`config.mk`:
```
export PLATFORM = sky130hd
export DESIGN_NAME = regfile_scoreboard
export DESIGN_NICKNAME = d
export VERILOG_FILES = /design/src/rtl/regfile_pkg.sv /design/src/rtl/regfile_pending_tracker.sv /design/src/rtl/regfile_scoreboard.sv
export SDC_FILE = /design/constraint.sdc
export NUM_CORES = 2
export LEC_CHECK = 0
export CORE_MARGIN = 1
export CORE_UTILIZATION = 40
export CTS_BUF_LIST = sky130_fd_sc_hd__clkbuf_4
export DETAILED_ROUTE_END_ITERATION = 6
export GPL_ROUTABILITY_DRIVEN = 0
export SYNTH_ARGS = -nofsm -noshare
export SYNTH_HDL_FRONTEND = slang
export SYNTH_SLANG_ARGS = --single-unit
export TNS_END_PERCENT = 50
```
`constraint.sdc`:
```
create_clock -name clk -period 2.9 [get_ports clk]
set_input_delay 0.58 -clock clk [delete_from_list [all_inputs] [get_ports clk]]
set_output_delay 0.58 -clock clk [all_outputs]
set_load 0.005 [all_outputs]
```
`src/rtl/regfile_pkg.sv`:
```
// regfile_pkg
//   Shared constants and types for the integer register file with scoreboard.
//   - REG_COUNT_RV32I / REG_COUNT_RV32E: the two legal register counts.
//   - DEFAULT_ADDR_WIDTH / reg_addr_t: default-width register address type.
//   - ZERO_REG: architectural x0, hardwired to zero.
//   Width-specific address types are declared locally by the modules that
//   import this package, since a package cannot be parameterised.
package regfile_pkg;

  localparam int REG_COUNT_RV32I    = 32;
  localparam int REG_COUNT_RV32E    = 16;
  localparam int DEFAULT_ADDR_WIDTH = 5;

  typedef logic [DEFAULT_ADDR_WIDTH-1:0] reg_addr_t;

  localparam reg_addr_t ZERO_REG = '0;

endpackage

```
`src/rtl/regfile_pending_tracker.sv`:
```
// regfile_pending_tracker
//   One pending bit per architectural register, marking an issued instruction
//   whose writeback has not yet happened.
//   Ports:
//     clk, rst      : clock, synchronous active-high reset (clears all bits)
//     set_en/set_idx: issue of a (validated, non-x0) destination register
//     clr_en/clr_idx: writeback to a (validated, non-x0) register
//     pending       : current pending vector; bit 0 is always 0
//   Priority: on the same register, set beats clear -- the newly issued
//   instruction supersedes the writeback of the older one.
module regfile_pending_tracker #(
  parameter int REG_COUNT = 32,
  parameter int IDX_W     = $clog2(REG_COUNT)
) (
  input  logic                 clk,
  input  logic                 rst,
  input  logic                 set_en,
  input  logic [IDX_W-1:0]     set_idx,
  input  logic                 clr_en,
  input  logic [IDX_W-1:0]     clr_idx,
  output logic [REG_COUNT-1:0] pending
);

  logic [REG_COUNT-1:0] pending_q;
  logic [REG_COUNT-1:0] pending_d;

  always_comb begin
    pending_d = pending_q;
    if (clr_en) pending_d[clr_idx] = 1'b0;
    // Applied after the clear so a same-register collision ends up set.
    if (set_en) pending_d[set_idx] = 1'b1;
    pending_d[0] = 1'b0;
  end

  always_ff @(posedge clk) begin
    if (rst) pending_q <= '0;
    else     pending_q <= pending_d;
  end

  assign pending = pending_q;

endmodule

```
`src/rtl/regfile_scoreboard.sv`:
```
// regfile_scoreboard
//   Integer register file (RV32I: 32 or RV32E: 16 entries) with hardwired x0,
//   synchronous reset and an issue/writeback scoreboard that flags source
//   operands with an outstanding write so decode can stall.
//   Ports:
//     clk, rst_i                     : clock, synchronous active-high reset
//     wr_en_i, RD_ADDR_i, data_i     : writeback port
//     RS1_ADDR_i/RS1_data_o          : combinational read port 1
//     RS2_ADDR_i/RS2_data_o          : combinational read port 2
//     issue_en_i, issue_rd_i         : destination of the issuing instruction
//     RS1_busy_o, RS2_busy_o, stall_o: scoreboard hazard flags
//     illegal_addr_o                 : some presented address >= REG_COUNT
//   Optional feature macro REGFILE_BYPASS_EN: forwards the writeback data to a
//   matching read port in the same cycle and suppresses its busy flag (unless
//   the same register is re-issued in that cycle). Without it, reads show the
//   stored value and busy drops only after the writeback edge.
//   Handshake: there is no valid/ready pair; wr_en_i and issue_en_i are
//   single-cycle strobes that are always accepted on the edge they are high.
module regfile_scoreboard
  import regfile_pkg::*;
#(
  parameter int DATA_WIDTH = 32,
  parameter int REG_COUNT  = 32,
  parameter int ADDR_WIDTH = 5
) (
  input  logic                  clk,
  input  logic                  rst_i,
  input  logic                  wr_en_i,
  input  logic [ADDR_WIDTH-1:0] RD_ADDR_i,
  input  logic [DATA_WIDTH-1:0] data_i,
  input  logic [ADDR_WIDTH-1:0] RS1_ADDR_i,
  input  logic [ADDR_WIDTH-1:0] RS2_ADDR_i,
  output logic [DATA_WIDTH-1:0] RS1_data_o,
  output logic [DATA_WIDTH-1:0] RS2_data_o,
  input  logic                  issue_en_i,
  input  logic [ADDR_WIDTH-1:0] issue_rd_i,
  output logic                  RS1_busy_o,
  output logic                  RS2_busy_o,
  output logic                  stall_o,
  output logic                  illegal_addr_o
);

  localparam int IDX_W = $clog2(REG_COUNT);

  if ((REG_COUNT != REG_COUNT_RV32I) && (REG_COUNT != REG_COUNT_RV32E)) begin : g_bad_count
    $error("regfile_scoreboard: REG_COUNT must be 32 or 16");
  end
  if ((2 ** ADDR_WIDTH) < REG_COUNT) begin : g_bad_width
    $error("regfile_scoreboard: ADDR_WIDTH too small for REG_COUNT");
  end

  typedef logic [ADDR_WIDTH-1:0] addr_t;

  localparam logic [ADDR_WIDTH:0] REG_LIMIT = (ADDR_WIDTH+1)'(REG_COUNT);
  localparam addr_t               X0        = addr_t'(ZERO_REG);

  function automatic logic in_range(input addr_t a);
    return {1'b0, a} < REG_LIMIT;
  endfunction

  // Usable means: in range and not x0, i.e. a real storage/pending slot.
  function automatic logic usable(input addr_t a);
    return in_range(a) && (a != X0);
  endfunction

  logic [DATA_WIDTH-1:0] regs [REG_COUNT];
  logic [REG_COUNT-1:0]  pending;

  logic wr_ok;
  logic issue_ok;
  logic rs1_ok;
  logic rs2_ok;

  assign wr_ok    = wr_en_i && usable(RD_ADDR_i);
  assign issue_ok = issue_en_i && usable(issue_rd_i);
  assign rs1_ok   = usable(RS1_ADDR_i);
  assign rs2_ok   = usable(RS2_ADDR_i);

  // Storage. regs[0] is never written, so it stays at its reset value 0;
  // reads additionally gate x0 to zero.
  always_ff @(posedge clk) begin
    if (rst_i) begin
      for (int i = 0; i < REG_COUNT; i++) regs[i] <= '0;
    end else if (wr_ok) begin
      regs[RD_ADDR_i[IDX_W-1:0]] <= data_i;
    end
  end

  regfile_pending_tracker #(
    .REG_COUNT (REG_COUNT),
    .IDX_W     (IDX_W)
  ) u_pending (
    .clk     (clk),
    .rst     (rst_i),
    .set_en  (issue_ok),
    .set_idx (issue_rd_i[IDX_W-1:0]),
    .clr_en  (wr_ok),
    .clr_idx (RD_ADDR_i[IDX_W-1:0]),
    .pending (pending)
  );

  logic [DATA_WIDTH-1:0] rs1_stored;
  logic [DATA_WIDTH-1:0] rs2_stored;
  logic                  rs1_pend;
  logic                  rs2_pend;

  assign rs1_stored = rs1_ok ? regs[RS1_ADDR_i[IDX_W-1:0]] : '0;
  assign rs2_stored = rs2_ok ? regs[RS2_ADDR_i[IDX_W-1:0]] : '0;
  assign rs1_pend   = rs1_ok & pending[RS1_ADDR_i[IDX_W-1:0]];
  assign rs2_pend   = rs2_ok & pending[RS2_ADDR_i[IDX_W-1:0]];

`ifdef REGFILE_BYPASS_EN
  // wr_ok already implies the address is a usable slot, so an equal read
  // address is usable too.
  logic byp1;
  logic byp2;
  logic reissue1;
  logic reissue2;

  assign byp1     = wr_ok && (RD_ADDR_i == RS1_ADDR_i);
  assign byp2     = wr_ok && (RD_ADDR_i == RS2_ADDR_i);
  assign reissue1 = issue_ok && (issue_rd_i == RS1_ADDR_i);
  assign reissue2 = issue_ok && (issue_rd_i == RS2_ADDR_i);

  assign RS1_data_o = byp1 ? data_i : rs1_stored;
  assign RS2_data_o = byp2 ? data_i : rs2_stored;
  // A same-cycle re-issue keeps the register busy: the forwarded value
  // belongs to the older instruction.
  assign RS1_busy_o = rs1_pend & ~(byp1 & ~reissue1);
  assign RS2_busy_o = rs2_pend & ~(byp2 & ~reissue2);
`else
  assign RS1_data_o = rs1_stored;
  assign RS2_data_o = rs2_stored;
  assign RS1_busy_o = rs1_pend;
  assign RS2_busy_o = rs2_pend;
`endif

  assign stall_o = RS1_busy_o | RS2_busy_o;

  assign illegal_addr_o = !in_range(RS1_ADDR_i)
                        | !in_range(RS2_ADDR_i)
                        | (wr_en_i && !in_range(RD_ADDR_i))
                        | (issue_en_i && !in_range(issue_rd_i));

endmodule
```
==> reports/metrics.yaml <==
tns_ns: -46.27
post-route-period-util_pct: 129.6
timing.max_cap.violations: 0
setup_viol: 67
avgSynthCellArea_sq_um: 16.07
fin_ws_ns: -0.8578
ys_ff_latch: 1055
finalClockSkew_ns: 0
drc_errors: 0
grtUsageTotal_pct: 28.25
instances_no_fill: 6117
insertion_delay_ns: 1.25
critPathBufInv: 2
layout-drive-gt1-share_pct: 39.44
die_h_microns: 376.6
row_count: 137
slew-limit-headroom_pct: 28.35
worstPathArrival_ns: 3.18
status: "finished with violations"
crit_chain: "buf_4, mux4_2, mux4_2, a21o_1, buf_2"
cp_top_family: "multiplexers"
first_pass_iters: 6
fp.dieW_microns: 376.6
root_buffer: "clkbuf_4"
die_area_sq_um: 141800
wl_per_cell_microns: 32.63
path_clk_slew_ns: 0.07
place_ws_ns: -0.7513
violations: "negative setup slack"
startpoint_type: "register"
grt_pass1_vias: 36980
synthCells: 3493
slew_violations: 0
fmax_mhz: 266.1
yosysTopAreaCell: "edfxtp_1"
ctsHtreeMaxLevel: 5
ios: 124
synth_common_cells: "edfxtp_1, and2_1, mux4_2"
synth-seq-area-share_pct: 55.88
place_inst: 5585
yosysUniqueCellTypes: 42
start_util_pct: 40.28
grt_max_degree: 64
synthTopCellsByArea: "edfxtp_1, mux4_2, and2_1"
end_kind: "primary output"
async_flop_share_pct: 0
synth_flop_cell: "edfxtp_1"
area_delta_synth_final_pct: 20.10
hold_viol: 0
grt_pass1_wl_microns: 277800
fin_util_pct: 48.38
routed_wl_microns: 199600
routed_via_density: 6.020
yosysWarnings: 0
rsz0062_at_grt: "yes"
total_leakage_power_nw: 24.36
hold_path_class: "primary input to register"
fin_crit_ns: 3.758
tightest_slew_ns: 1.072
cp_max_fo: 2
synthMostInstantiatedCell: "edfxtp_1"
clock-sinks: 1055
num_vias: 36830
drtIter0Drc: 4839
synth-edff-count: 1024
cts_tree: "built"
detailed_place_hpwl_microns: 129200
detail-route-antenna-nets: 0
cts_made_buffers: 300
nFillCells: 11860
netlist_area_sq_um: 56140
power-per-cell-area_nw_per_um2: 543.2
worst-setup-path-type: "register to primary output"
cts_max_path_buffers: 4
grt.overflow.total: 0
critPathMostFrequentCell: "mux4_2"
max-vdd-ir-drop_mv: 0.4172
stdcell_area_sq_um: 67420
nNetsFinal: 4080
io_buffers: 122
antenna_found_initial: 27
cpMaxStageDelayCell: "mux4_2"
slowest_delay_ns: 0.49
fin_hold_ws_ns: 0.1280
placed_cell_area_sq_um: 63850
core-area_sq_um: 139400
required_ns: 2.32
netlist.area_leader.share_pct: 54.78
p_total_mw: 36.63
==> state kept, by name, indices dropped and copies added (netlist names) <==
signal and flops:
u_pending.pending 31, regs 1024
==> cell type report <==
class	count	area [sq um]	area share, %
clock inverter	62	296.5	0.4398
timing repair buffer	573	6533	9.689
inverter	35	131.4	0.1949
tap	1876	2347	3.481
clock buffer	432	3243	4.810
antenna	25	62.56	0.09279
sequential	1055	31370	46.53
multi-input combinational	2059	23440	34.76
==> worst paths after layout <==
path	start	to	slack [ns]	cells past startpoint
setup / recovery	regs[21][15]$_SDFFCE_PN0P_	RS1_data_o[15]	-0.86	5
hold reg to reg	u_pending.pending[28]$_SDFF_PP0_	u_pending.pending[28]$_SDFF_PP0_	0.49	2
setup reg to reg	u_pending.pending[18]$_SDFF_PP0_	u_pending.pending[18]$_SDFF_PP0_	2.19	2
hold / removal	issue_rd_i[1]	u_pending.pending[3]$_SDFF_PP0_	0.13	3
==> layer usage <==
metal  global-route usage, %  vias up  share of wire (%)
li1                        -    14790                  -
met1                   38.18    19030                 39
met2                   42.99     2561                 46
met3                   7.375      441                 12
met4                   12.37       10                3.9
met5                       0        -              0.032
==> worst reg2reg max path: cells and delay by family, from the launching register on <==
family	cells	cell delay, ns
buffers and inverters	1	0.05
AO/OA/AOI/OAI	1	0.21
flip-flops	1	0.36
==> cells by family (layout without fill, tap and decap cells) <==
kind of cell | Yosys count | in the layout | share of synthesized area (%)
other | 1 | 58 | 0.006680
AOI/OAI and AO/OA | 198 | 198 | 2.423
DFF | 1055 | 1055 | 55.88
and+or+nand+nor | 1104 | 1104 | 12.12
muxes | 724 | 724 | 26.30
buffers and inverters | 411 | 1102 | 3.267
==> where the power goes <==
group	internal (mW)	switching, mW	total, mW
Combinational	2.59	2.68	5.26
Sequential	17.5	0.427	18.0
Clock	6.96	6.42	13.4
==> placed cells by master (no fill, tap or decap), types with 3 or more instances in the layout <==
cell type / instances
edfxtp_1: 1024
and2_1: 993
mux4_2: 584
clkbuf_4: 432
buf_4: 279
buf_12: 172
mux2i_1: 123
o22ai_1: 71
a21o_1: 57
clkinv_1: 44
clkdlybuf4s50_1: 44
inv_1: 33
conb_1: 33
nor2_4: 30
buf_2: 30
dfxtp_1: 29
a21o_2: 28
diode_2: 25
clkbuf_2: 24
nand2_1: 22
o21ai_0: 13
buf_6: 13
o22ai_2: 9
inv_2: 9
clkinv_2: 9
nor3_1: 8
a21o_4: 7
nor3b_1: 7
or3_1: 7
mux4_1: 6
mux2i_2: 5
nor2_1: 5
and3b_1: 4
nand4b_1: 4
buf_8: 4
nand2b_2: 3
==> what timing repair did <==
item | in CTS | in global routing
hold buffers | 2 | 0
hold endpoints to repair | 30 | 0
gates resized for setup | 272 | 46
endpoints found under the setup margin | 67 | 67
pin swaps | 43 | 14
buffers inserted | 9 | 2
(Power assumes the default switching activity.)
